### src/rtl/spi_rx_pkg.sv
// Shared types and defaults for the oversampling SPI-slave receiver.
package spi_rx_pkg;
  typedef enum logic [1:0] {IDLE = 2'd0, RECV = 2'd1, DONE = 2'd2} rx_state_e;

  localparam int DEF_DATA_WIDTH   = 16;
  localparam int DEF_CH_BITS      = 2;
  localparam int DEF_IDLE_TIMEOUT = 511;

  function automatic int clog2(input int v);
    int r;
    r = 0;
    for (int i = 0; i < 31; i++)
      if ((1 << i) < v) r = i + 1;
    return r;
  endfunction
endpackage

### src/rtl/sync_2ff.sv
// Two-flop synchroniser for asynchronous inputs; reset level is configurable.
module sync_2ff #(
  parameter int           W       = 1,
  parameter logic [W-1:0] RST_VAL = '0
) (
  input  logic         clock,
  input  logic         reset,
  input  logic [W-1:0] d_i,
  output logic [W-1:0] q_o
);
  logic [W-1:0] s1_q, s2_q;

  always_ff @(posedge clock or posedge reset)
    if (reset) begin
      s1_q <= RST_VAL;
      s2_q <= RST_VAL;
    end else begin
      s1_q <= d_i;
      s2_q <= s1_q;
    end

  assign q_o = s2_q;
endmodule

### src/rtl/spi_slave_rx_mc.sv
// SPI-slave receiver: tag+data frames, per-channel holding registers, idle timeout.
// Optional chip select is enabled with `define SPI_RX_CS_EN.
module spi_slave_rx_mc import spi_rx_pkg::*; #(
  parameter int DATA_WIDTH   = DEF_DATA_WIDTH,
  parameter int CH_BITS      = DEF_CH_BITS,
  parameter int IDLE_TIMEOUT = DEF_IDLE_TIMEOUT,
  parameter int CPOL         = 0
) (
  input  logic                               clock,
  input  logic                               reset,
`ifdef SPI_RX_CS_EN
  input  logic                               spi_cs_n,
`endif
  input  logic                               spi_clock_in,
  input  logic                               spi_data_in,
  output logic [DATA_WIDTH-1:0]              data_out,
  output logic [CH_BITS-1:0]                 channel_out,
  output logic                               data_valid,
  output logic [(2**CH_BITS)*DATA_WIDTH-1:0] ch_data,
  output logic                               busy,
  output logic                               frame_error
);
  localparam int NUM_CH    = 2**CH_BITS;
  localparam int FRAME_LEN = CH_BITS + DATA_WIDTH;
  localparam int CW        = clog2(FRAME_LEN + 1);
  localparam int IW        = clog2(IDLE_TIMEOUT + 2);

  logic sck_n, mosi_s, sck_prev_q;
  logic cs_rise, cs_fall, cs_hi;
  logic act_rise, any_edge, timeout;
  rx_state_e                    state_q;
  logic [FRAME_LEN-1:0]         shift_q;
  logic [CW-1:0]                cnt_q;
  logic [IW-1:0]                idle_q, idle_d;
  logic [DATA_WIDTH-1:0]        data_q;
  logic [CH_BITS-1:0]           chan_q;
  logic [NUM_CH*DATA_WIDTH-1:0] ch_data_q;
  logic                         dv_q, fe_q;

  // Polarity is folded in before synchronising so reset (0) always means idle.
  sync_2ff #(.W(2)) u_sync (
    .clock (clock),
    .reset (reset),
    .d_i   ({spi_clock_in ^ (CPOL != 0), spi_data_in}),
    .q_o   ({sck_n, mosi_s})
  );

`ifdef SPI_RX_CS_EN
  logic cs_s, cs_prev_q;
  sync_2ff #(.W(1), .RST_VAL(1'b1)) u_sync_cs (
    .clock (clock),
    .reset (reset),
    .d_i   (spi_cs_n),
    .q_o   (cs_s)
  );
  always_ff @(posedge clock or posedge reset)
    if (reset) cs_prev_q <= 1'b1;
    else       cs_prev_q <= cs_s;
  assign cs_rise = cs_s & ~cs_prev_q;
  assign cs_fall = ~cs_s & cs_prev_q;
  assign cs_hi   = cs_s;
`else
  assign cs_rise = 1'b0;
  assign cs_fall = 1'b0;
  assign cs_hi   = 1'b0;
`endif

  assign act_rise = sck_n & ~sck_prev_q & ~cs_hi;
  assign any_edge = sck_n ^ sck_prev_q;
  assign timeout  = (state_q != IDLE) && (idle_q > IW'(IDLE_TIMEOUT));

  always_comb begin
    idle_d = idle_q;
    if (state_q == IDLE || any_edge || timeout || cs_fall) idle_d = '0;
    else if (idle_q <= IW'(IDLE_TIMEOUT))                 idle_d = idle_q + IW'(1);
  end

  always_ff @(posedge clock or posedge reset)
    if (reset) begin
      state_q    <= IDLE;
      sck_prev_q <= 1'b0;
      shift_q    <= '0;
      cnt_q      <= '0;
      idle_q     <= '0;
      data_q     <= '0;
      chan_q     <= '0;
      ch_data_q  <= '0;
      dv_q       <= 1'b0;
      fe_q       <= 1'b0;
    end else begin
      sck_prev_q <= sck_n;
      idle_q     <= idle_d;
      dv_q       <= 1'b0;
      fe_q       <= 1'b0;
      case (state_q)
        IDLE:
          if (act_rise) begin
            shift_q <= {shift_q[FRAME_LEN-2:0], mosi_s};
            cnt_q   <= CW'(1);
            state_q <= RECV;
          end
        RECV:
          if (timeout || cs_rise) begin
            fe_q    <= 1'b1;
            shift_q <= '0;
            cnt_q   <= '0;
            state_q <= IDLE;
          end else if (act_rise) begin
            shift_q <= {shift_q[FRAME_LEN-2:0], mosi_s};
            cnt_q   <= cnt_q + CW'(1);
            if (cnt_q == CW'(FRAME_LEN - 1)) state_q <= DONE;
          end
        DONE:
          if (timeout) begin
            fe_q    <= 1'b1;
            shift_q <= '0;
            cnt_q   <= '0;
            state_q <= IDLE;
          end else if (!sck_n || cs_rise) begin
            data_q  <= shift_q[DATA_WIDTH-1:0];
            chan_q  <= shift_q[FRAME_LEN-1 -: CH_BITS];
            ch_data_q[shift_q[FRAME_LEN-1 -: CH_BITS]*DATA_WIDTH +: DATA_WIDTH]
                    <= shift_q[DATA_WIDTH-1:0];
            dv_q    <= 1'b1;
            cnt_q   <= '0;
            state_q <= IDLE;
          end
        default: state_q <= IDLE;
      endcase
      if (cs_fall) cnt_q <= '0;
    end

  assign data_out    = data_q;
  assign channel_out = chan_q;
  assign data_valid  = dv_q;
  assign ch_data     = ch_data_q;
  assign busy        = (state_q != IDLE);
  assign frame_error = fe_q;
endmodule

### config.mk
export PLATFORM = sky130hd
export DESIGN_NAME = spi_slave_rx_mc
export DESIGN_NICKNAME = d
export VERILOG_FILES = /design/src/rtl/spi_rx_pkg.sv /design/src/rtl/sync_2ff.sv /design/src/rtl/spi_slave_rx_mc.sv
export SDC_FILE = /design/constraint.sdc
export NUM_CORES = 1
export LEC_CHECK = 0
export CORE_UTILIZATION = 40
export CTS_BUF_LIST = sky130_fd_sc_hd__clkbuf_8
export DETAILED_ROUTE_END_ITERATION = 10
export MAX_ROUTING_LAYER = met4
export SYNTH_ARGS = -nofsm -noshare
export SYNTH_HDL_FRONTEND = slang
export SYNTH_SLANG_ARGS = --single-unit
### constraint.sdc
create_clock -name clock -period 6.3 [get_ports clock]
set_input_delay 1.575 -clock clock [delete_from_list [all_inputs] [get_ports clock]]
set_output_delay 1.575 -clock clock [all_outputs]
set_load 0.05 [all_outputs]
==> Word-level counts from Yosys, hierarchy flattened <==
Index checks and enable logic that the tools add are counted.
Widths: inputs -> output; s select.
{ "op_classes": {"n_addsub": 3, "magnitude_cmp": 2, "eq_ne": 8, "shifts": 2, "muxes": 25, "n_bitwise": 5, "reduce_logical": 12} }
{ "ops": {"columns": ["op", "n"], "rows": [
  ["$bwmux 64", 1],
  ["$shift 16x34->64 const A", 1],
  ["$shiftx 16x34->64", 1],
  ["$mux 18", 3],
  ["$pmux 18 s3", 1],
  ["$neg 6->34", 1],
  ["$mux 5", 5],
  ["$mux 10", 2],
  ["$pmux 5 s3", 1],
  ["$mux 2", 6],
  ["$add 10x1->10 const B", 1],
  ["$gt 10x9->1 const B", 1],
  ["$le 10x9->1 const B", 1],
  ["$ne 3x3->1 const B", 3],
  ["$reduce_and 4->1", 2],
  ["$pmux 2 s3", 1],
  ["$add 5x1->5 const B", 1],
  ["$eq 5x5->1 const B", 1],
  ["$mux 1", 5],
  ["$ne 2x2->1 const B", 2],
  ["$reduce_bool 2->1", 2],
  ["$not 1->1", 3],
  ["$reduce_and 3->1", 1],
  ["$reduce_bool 3->1", 1],
  ["other kinds (9)", 10]
]} }
{ "totals": {"ff_bits": 124, "input_bits": 4, "out_inout_bits": 85, "wordCells": 69} }

==> Longest topological paths before layout <==
Gate-level depths: netlist of run 1.
{ "logic_depth": {"ltp_word": 5, "ltp_mapped": 9, "mapped_depth_nobuf": 6} }

==> By module <==
A second synthesis of run 1 with hierarchy kept.
{ "unflattened": {"hier_cells": 535, "area_unflattened_um2": 5286.3} }
{ "by_module_without_submodules": {"columns": ["module", "instances", "cells_each", "area_each_um2", "seq_area_each_um2"], "rows": [
  ["spi_slave_rx_mc", 1, 530, 5182.5, 3002.9],
  ["sync_2ff", 1, 5, 103.8, 100.1]
]} }

==> Worst setup path after synthesis of run 1 <==
No wires, ideal clock.
{ "synth_timing": {"path_kind": "reg-to-output", "startpoint": "register state_q[0]", "endpoint": "output port busy", "arrival_time_ns": 0.996, "t_required_ns": 4.725, "slack_ns": 3.729, "path_stages_with_launch": 4, "path_buffers": 0, "cell_sequence": "dfrtp_1 inv_1 ha_1 inv_1"} }
{ "synth_between": {"elab_chain_cells": 1} }
{ "synth_rtl": {"columns": ["element", "line_no", "rtl"], "rows": [
  ["from (decl)", "spi_slave_rx_mc.sv:31", "rx_state_e state_q;"],
  ["from (signal assigned)", "spi_slave_rx_mc.sv:80", "state_q <= IDLE;"],
  ["from (signal assigned)", "spi_slave_rx_mc.sv:100", "state_q <= RECV;"],
  ["from (signal assigned)", "spi_slave_rx_mc.sv:107", "state_q <= IDLE;"],
  ["$reduce_bool 2->1", "spi_slave_rx_mc.sv:137", "assign busy = (state_q != IDLE);"],
  ["to (decl)", "spi_slave_rx_mc.sv:20", "output logic busy,"]
]} }
Every way passes these cells.

==> Worst setup path after layout of run 1 <==
Same ends and word-level chain as after synthesis.

==> results.py, run 1 <==
metrics = {
    "final_layout": {
        "seqCellArea_sq_mm": 0.003103,
        "layout-drive-gt1-share": 0.08844,
        "fin_util": 0.5120,
        "fin_nets": 595,
        "fin_area_sq_mm": 0.006461,
        "diodes": 0,
        "multi_input_area_sq_mm": 0.001908,
        "area_growth_pct": 24.79,
        "fillers": 1207,
        "stdcell_count": 760,
    },
    "sta": {
        "clock_skew_ns": 0.007566,
        "finalWorstSetupSlack_ns": 2.652,
        "period_share": 0.5791,
        "final_max_slew_viol_count": 0,
        "maxSlewHeadroom": 0.3164,
        "worst_pin_slew_ns": 1.021,
        "max_freq_mhz": 274.1,
        "finalSetupTns_ns": 0,
        "fin_crit_ns": 3.648,
        "final_hold_viol_count": 0,
        "rsz0062_at_grt": "no",
        "setup_viol": 0,
    },
    "critical_path": {
        "r2r_setup_slack_ns": 3.93,
        "end_kind": "primary output",
        "worstPathMaxFanout": 4,
        "r2r_cells": 6,
        "rr_endpoint": "ch_data[13]",
        "worst_setup_path_start_kind": "flop",
        "criticalPathCategory": "flop to primary output",
        "timing.rr.start": "state_q[0]",
        "arrival_ns": 2.07,
        "critical_path_required_ns": 4.72,
    },
    "detailed_routing": {
        "vias_per_cell": 4.882,
        "drc_errors": 0,
        "antenna_left": 0,
        "vias": 3710,
        "wl_um": 11740,
        "first_iter_violations": 230,
        "wire_per_inst_um": 15.45,
        "drt_pass1_iterations": 4,
    },
    "global_route": {
        "grt_usage": 0.1965,
        "overflow": 0,
        "grt_pass1_vias": 3539,
        "grt_pass1_wl_um": 18730,
        "grt_max_degree": 82,
        "antenna_found_initial": 0,
    },
    "yosys": {
        "ys_ff_latch": 124,
        "synth_edf_count": 0,
        "synthTopCellsByCount": "nand2_1 (137), dfrtp_1 (124), o21ai_0 (68), nor2_1 (28), mux2i_1 (18)",
        "synth.area.top_cells": "dfrtp_1 (60%), nand2_1 (9.9%), o21ai_0 (6.6%)",
        "synthesis.nets": 511,
        "syn_inst": 494,
        "synth_area_sq_mm": 0.005177,
        "synth_top_area_share": 0.5993,
        "async_flop_share": 1.000,
        "ys_types": 44,
        "yosysMostFrequentCell": "nand2_1",
        "synth_top_cell_by_area": "dfrtp_1",
        "synth.avg_cell_area_sq_um": 10.48,
        "yosysSeqAreaShare": 0.5993,
        "yosys_warnings": 0,
        "ys.flop_type": "dfrtp_1",
    },
    "power": {
        "power_density_mw_per_mm2": 246.9,
        "p_leak_nw": 2.853,
        "peakVddDrop_mv": 0.1892,
    },
    "job": {
        "drv_cap": 0,
    },
    "hold_path": {
        "min_path_type": "flop to flop",
        "whs_path_depth": 0,
        "min_to": "u_sync.q_o[1]",
        "hp-start": "u_sync.s1_q[1]",
    },
    "clock_tree": {
        "clock_sinks": 124,
        "cts_resized": 0,
        "cts_tree": "yes",
        "cts_hold_buf": 0,
        "htreeDepth": 4,
        "cts_root_buffer": "clkbuf_8",
        "clockBufferDepth": 2,
        "cts_setup_buffers": 0,
        "clk-insertion-delay-late_ns": 0.43,
        "clk_pin_slew_ns": 0.06,
        "numCtsBuffers": 17,
    },
    "floorplan": {
        "initial_core_util": 0.4103,
        "die_h_um": 115.8,
        "io_pins": 89,
        "core_region_area_sq_mm": 0.01262,
        "rows": 41,
        "die_x_um": 115.8,
        "dieArea_sq_mm": 0.01340,
    },
    "placement": {
        "pre_cts_ws_ns": 2.879,
        "dp.cells": 731,
        "portBuffers": 88,
        "placed_cell_area_sq_mm": 0.006158,
        "place.gp.congestion": 0.7719,
        "dp_hpwl_um": 7765,
    },
    "status": {
        "status": "complete, no violations",
    },
}
## critical path: stages (launching register included)
cell	delay, ns
dfrtp_1	0.38
inv_1	0.10
ha_1	0.25
inv_1	0.10
clkdlybuf4s50_1	0.81
## routing by layer
layer  wire length [um]  track usage
met3                513      0.05021
met1               5526       0.2587
met5                  0            -
met2               5544       0.2937
met4                159      0.07179
## kinds of logic after synthesis
| family | synth area share |
|---|---|
| flops | 0.5993 |
| mux | 0.06960 |
| xor+xnor | 0.01184 |
| simple gates | 0.1639 |
| fa+ha+maj | 0.03142 |
| compound gates | 0.09111 |
| buf+inv | 0.03287 |
## worst max-delay path by stage
stage	start	endpoint	slack (ns)	cells after the start
2_1_floorplan	reset	ch_data[0]	1.43	1
3_3_place_gp	reset	ch_data[7]	2.90	3
3_5_place_dp	reset	ch_data[7]	2.88	3
4_1_cts	state_q[0]	busy	2.62	4
5_1_grt	state_q[0]	busy	2.57	4
6_report	state_q[0]	busy	2.65	4
## flip-flops by register name (all words and copies together), names as in the netlist
signal / flops
state_q: 2
sck_prev_q: 1
data_out: 16
u_sync.s1_q: 2
ch_data: 64
data_valid: 1
shift_q: 18
frame_error: 1
idle_q: 10
channel_out: 2
u_sync.q_o: 2
cnt_q: 5
## per-stage QoR
step / power, mW / hold WS (ns)
after floorplan: 1.011 / 0.3312
after CTS: 1.612 / 0.3614
after detailed placement: 1.059 / 0.3419
after global routing: 1.671 / 0.3666
after global placement: 1.052 / 0.3358
final: 1.595 / 0.3577
## layout make-up
class,instances,area share
sequential,124,0.4802
multi-input combinational,336,0.2953
timing repair buffer,90,0.1387
clock buffer,19,0.04047
tap,172,0.03331
clock inverter,10,0.006390
inverter,9,0.005616
## power by group
part	internal, mW	total [mW]	leakage, nW	switching (mW)
Sequential	0.819	0.864	1.71	0.0446
Combinational	0.0650	0.178	0.953	0.113
Clock	0.273	0.553	0.186	0.281
## cell usage in the layout, fill, tap and decap left out, drive strengths merged, types with 4 or more instances in the layout
cell           count
nor2              28
dfrtp            124
xnor2              4
nand3             12
nand2            137
clkbuf            19
ha                13
and3               5
o21ai             69
inv               16
clkdlybuf4s50     88
mux2i             18
mux2              16
Power figures use the tool's default switching activity.
==> inputs of run 2 (changes only) <==
--- a/config.mk
+++ b/config.mk
@@ -9,6 +9,7 @@
 export CTS_BUF_LIST = sky130_fd_sc_hd__clkbuf_8
 export DETAILED_ROUTE_END_ITERATION = 10
 export MAX_ROUTING_LAYER = met4
+export PLACE_DENSITY = 0.66
 export SYNTH_ARGS = -nofsm -noshare
 export SYNTH_HDL_FRONTEND = slang
 export SYNTH_SLANG_ARGS = --single-unit
==> constraint.sdc (replaced) <==
create_clock -name clock -period 2.95 [get_ports clock]
set_input_delay 0.7375 -clock clock [delete_from_list [all_inputs] [get_ports clock]]
set_output_delay 0.7375 -clock clock [all_outputs]
set_load 0.05 [all_outputs]
==> run 2 against run 1 <==
Register-to-register slack worse by 3.2 ns. Cell count up 1.4%. Clock skew up 0.0053 ns.
==> results.py, run 2 (synthesized netlist as in run 1, its figures left out) <==
metrics = {
    "power": {
        "peakVddDrop_mv": 0.3473,
        "p_leak_nw": 2.906,
        "p_seq_frac": 0.485,
        "internal-power_mw": 2.773,
        "switching_share": 0.2688,
        "power_density_mw_per_mm2": 569.6,
        "switchingPower_mw": 1.019,
        "p_clk_frac": 0.413,
        "combPwrFrac": 0.102,
    },
    "clock_tree": {
        "clockBufferDepth": 2,
        "cts_resized": 0,
        "numCtsBuffers": 17,
        "cts_tree": "yes",
        "cts_hold_buf": 0,
        "cts_setup_buffers": 0,
        "clk-insertion-delay-late_ns": 0.42,
        "clock_sinks": 124,
        "htreeDepth": 4,
        "clk_pin_slew_ns": 0.07,
        "cts_root_buffer": "clkbuf_8",
    },
    "hold_path": {
        "min_to": "u_sync.q_o[1]",
        "whs_path_depth": 0,
        "min_path_type": "flop to flop",
        "hp-start": "u_sync.s1_q[1]",
    },
    "floorplan": {
        "io_pins": 89,
        "dieArea_sq_mm": 0.01340,
        "initial_core_util": 0.4103,
        "die_h_um": 115.8,
        "rows": 41,
        "core_region_area_sq_mm": 0.01262,
        "die_x_um": 115.8,
    },
    "final_layout": {
        "area_growth_pct": 28.59,
        "diodes": 0,
        "stdcell_count": 771,
        "layout_common_cells": "nand2_1 (137), dfrtp_1 (124), clkdlybuf4s50_1 (88), o21ai_0 (68), nor2_1 (28)",
        "fin_area_sq_mm": 0.006658,
        "mostFrequentLayoutCell": "nand2_1",
        "largest_register_ffs": 64,
        "layout-drive-gt1-share": 0.1169,
        "fin_nets": 603,
        "fillers": 1184,
    },
    "critical_path": {
        "worst_setup_path_start_kind": "flop",
        "cpMostUsedCell": "inv_1",
        "timing.rr.start": "state_q[0]",
        "worstPathMaxFanout": 4,
        "r2r_cells": 5,
        "end_kind": "primary output",
        "max_stage_delay_ns": 0.81,
        "arrival_ns": 2.07,
        "critical_path_required_ns": 2.21,
        "criticalPathCategory": "flop to primary output",
        "cp_slowest_cell": "clkdlybuf4s50_1",
        "worstPathCellList": "inv_1, ha_1, inv_1, clkdlybuf4s50_1",
        "rr_endpoint": "data_out[10]",
        "r2r_setup_slack_ns": 0.72,
    },
    "placement": {
        "portBuffers": 88,
        "place.gp.congestion": 0.7881,
        "placed_cell_area_sq_mm": 0.006232,
        "pre_cts_ws_ns": 0.5792,
        "dp_hpwl_um": 7617,
        "dp.cells": 739,
    },
    "global_route": {
        "grt_pass1_vias": 3650,
        "grt_max_degree": 125,
        "antenna_found_initial": 0,
        "grt_pass1_wl_um": 18600,
        "overflow": 0,
        "grt_usage": 0.1882,
    },
    "detailed_routing": {
        "drt_pass1_iterations": 4,
        "antenna_left": 0,
        "wire_per_inst_um": 14.72,
        "vias": 3730,
        "first_iter_violations": 296,
        "vias_per_cell": 4.838,
        "wl_um": 11350,
        "drc_errors": 0,
    },
    "sta": {
        "clock_skew_ns": 0.01287,
        "final_hold_viol_count": 0,
        "period_share": 0.9530,
        "max_freq_mhz": 355.7,
        "final_max_slew_viol_count": 0,
        "finalWorstSetupSlack_ns": 0.1387,
        "maxSlewHeadroom": 0.4276,
        "setup_viol": 0,
        "finalSetupTns_ns": 0,
        "rsz0062_at_grt": "no",
        "fin_crit_ns": 2.811,
        "worst_pin_slew_ns": 0.8566,
    },
    "job": {
        "drv_cap": 0,
    },
    "status": {
        "status": "complete, no violations",
    },
}
==> run 2: changes by cell type in the layout (fill, tap and decap cells not counted), sizes merged <==
cell      previous run  this run
buf                  2        10
bufinv               0         3
clkinvlp             0         6
inv                 16        10
==> run 2: how the worst max path moves through the flow <==
| stage | startpoint | endpoint | slack, ns | cells past startpoint |
|---|---|---|---|---|
| floorplan | reset | ch_data[0] | 0.69 | 1 |
| global placement | state_q[0] | busy | 0.65 | 4 |
| detailed placement | state_q[0] | busy | 0.58 | 4 |
| CTS | state_q[0] | busy | 0.11 | 4 |
| global route | state_q[0] | busy | 0.03 | 4 |
| finish | state_q[0] | busy | 0.14 | 4 |
==> run 2: through the flow <==
| step | utilization | power (mW) | hold WS [ns] |
|---|---|---|---|
| 2_1_floorplan | - | 2.160 | 0.3312 |
| 3_3_place_gp | 0.4939 | 2.241 | 0.3317 |
| 3_5_place_dp | 0.4939 | 2.261 | 0.3362 |
| 4_1_cts | 0.5276 | 3.834 | 0.3531 |
| 5_1_grt | 0.5276 | 3.973 | 0.3717 |
| 6_report | 0.5276 | 3.792 | 0.3494 |
==> run 2: layout make-up <==
| type | instances | area [sq um] | share of cell area |
|---|---|---|---|
| inverter | 9 | 37.54 | 0.005638 |
| timing repair buffer | 98 | 968.4 | 0.1455 |
| clock buffer | 19 | 261.5 | 0.03928 |
| sequential | 124 | 3103 | 0.4661 |
| multi-input combinational | 336 | 1908 | 0.2866 |
| tap | 172 | 215.2 | 0.03232 |
| clock inverter | 13 | 163.9 | 0.02462 |
==> run 2: power by group through the flow <==
stage	Sequential [mW]	Clock [mW]	Combinational, mW
detailed placement	1.87	0	0.387
floorplan	1.83	0	0.334
CTS	1.84	1.60	0.390
global placement	1.87	0	0.373
finish	1.84	1.57	0.387
global route	1.85	1.69	0.435
==> run 2: layer usage <==
| layer | up-vias | GRT usage | routed length, um |
|---|---|---|---|
| li1 | 1835 | - | - |
| met1 | 1793 | 0.2388 | 5181 |
| met2 | 90 | 0.3067 | 5596 |
| met3 | 12 | 0.03766 | 453 |
| met4 | 0 | 0.05299 | 116 |
| met5 | - | - | 0 |
==> run 2: worst max-delay path, delay by kind of cell, from the launching register on <==
family     cells  cell delay [ns]
buf+inv        3             1.03
flops          1             0.38
fa+ha+maj      1             0.25
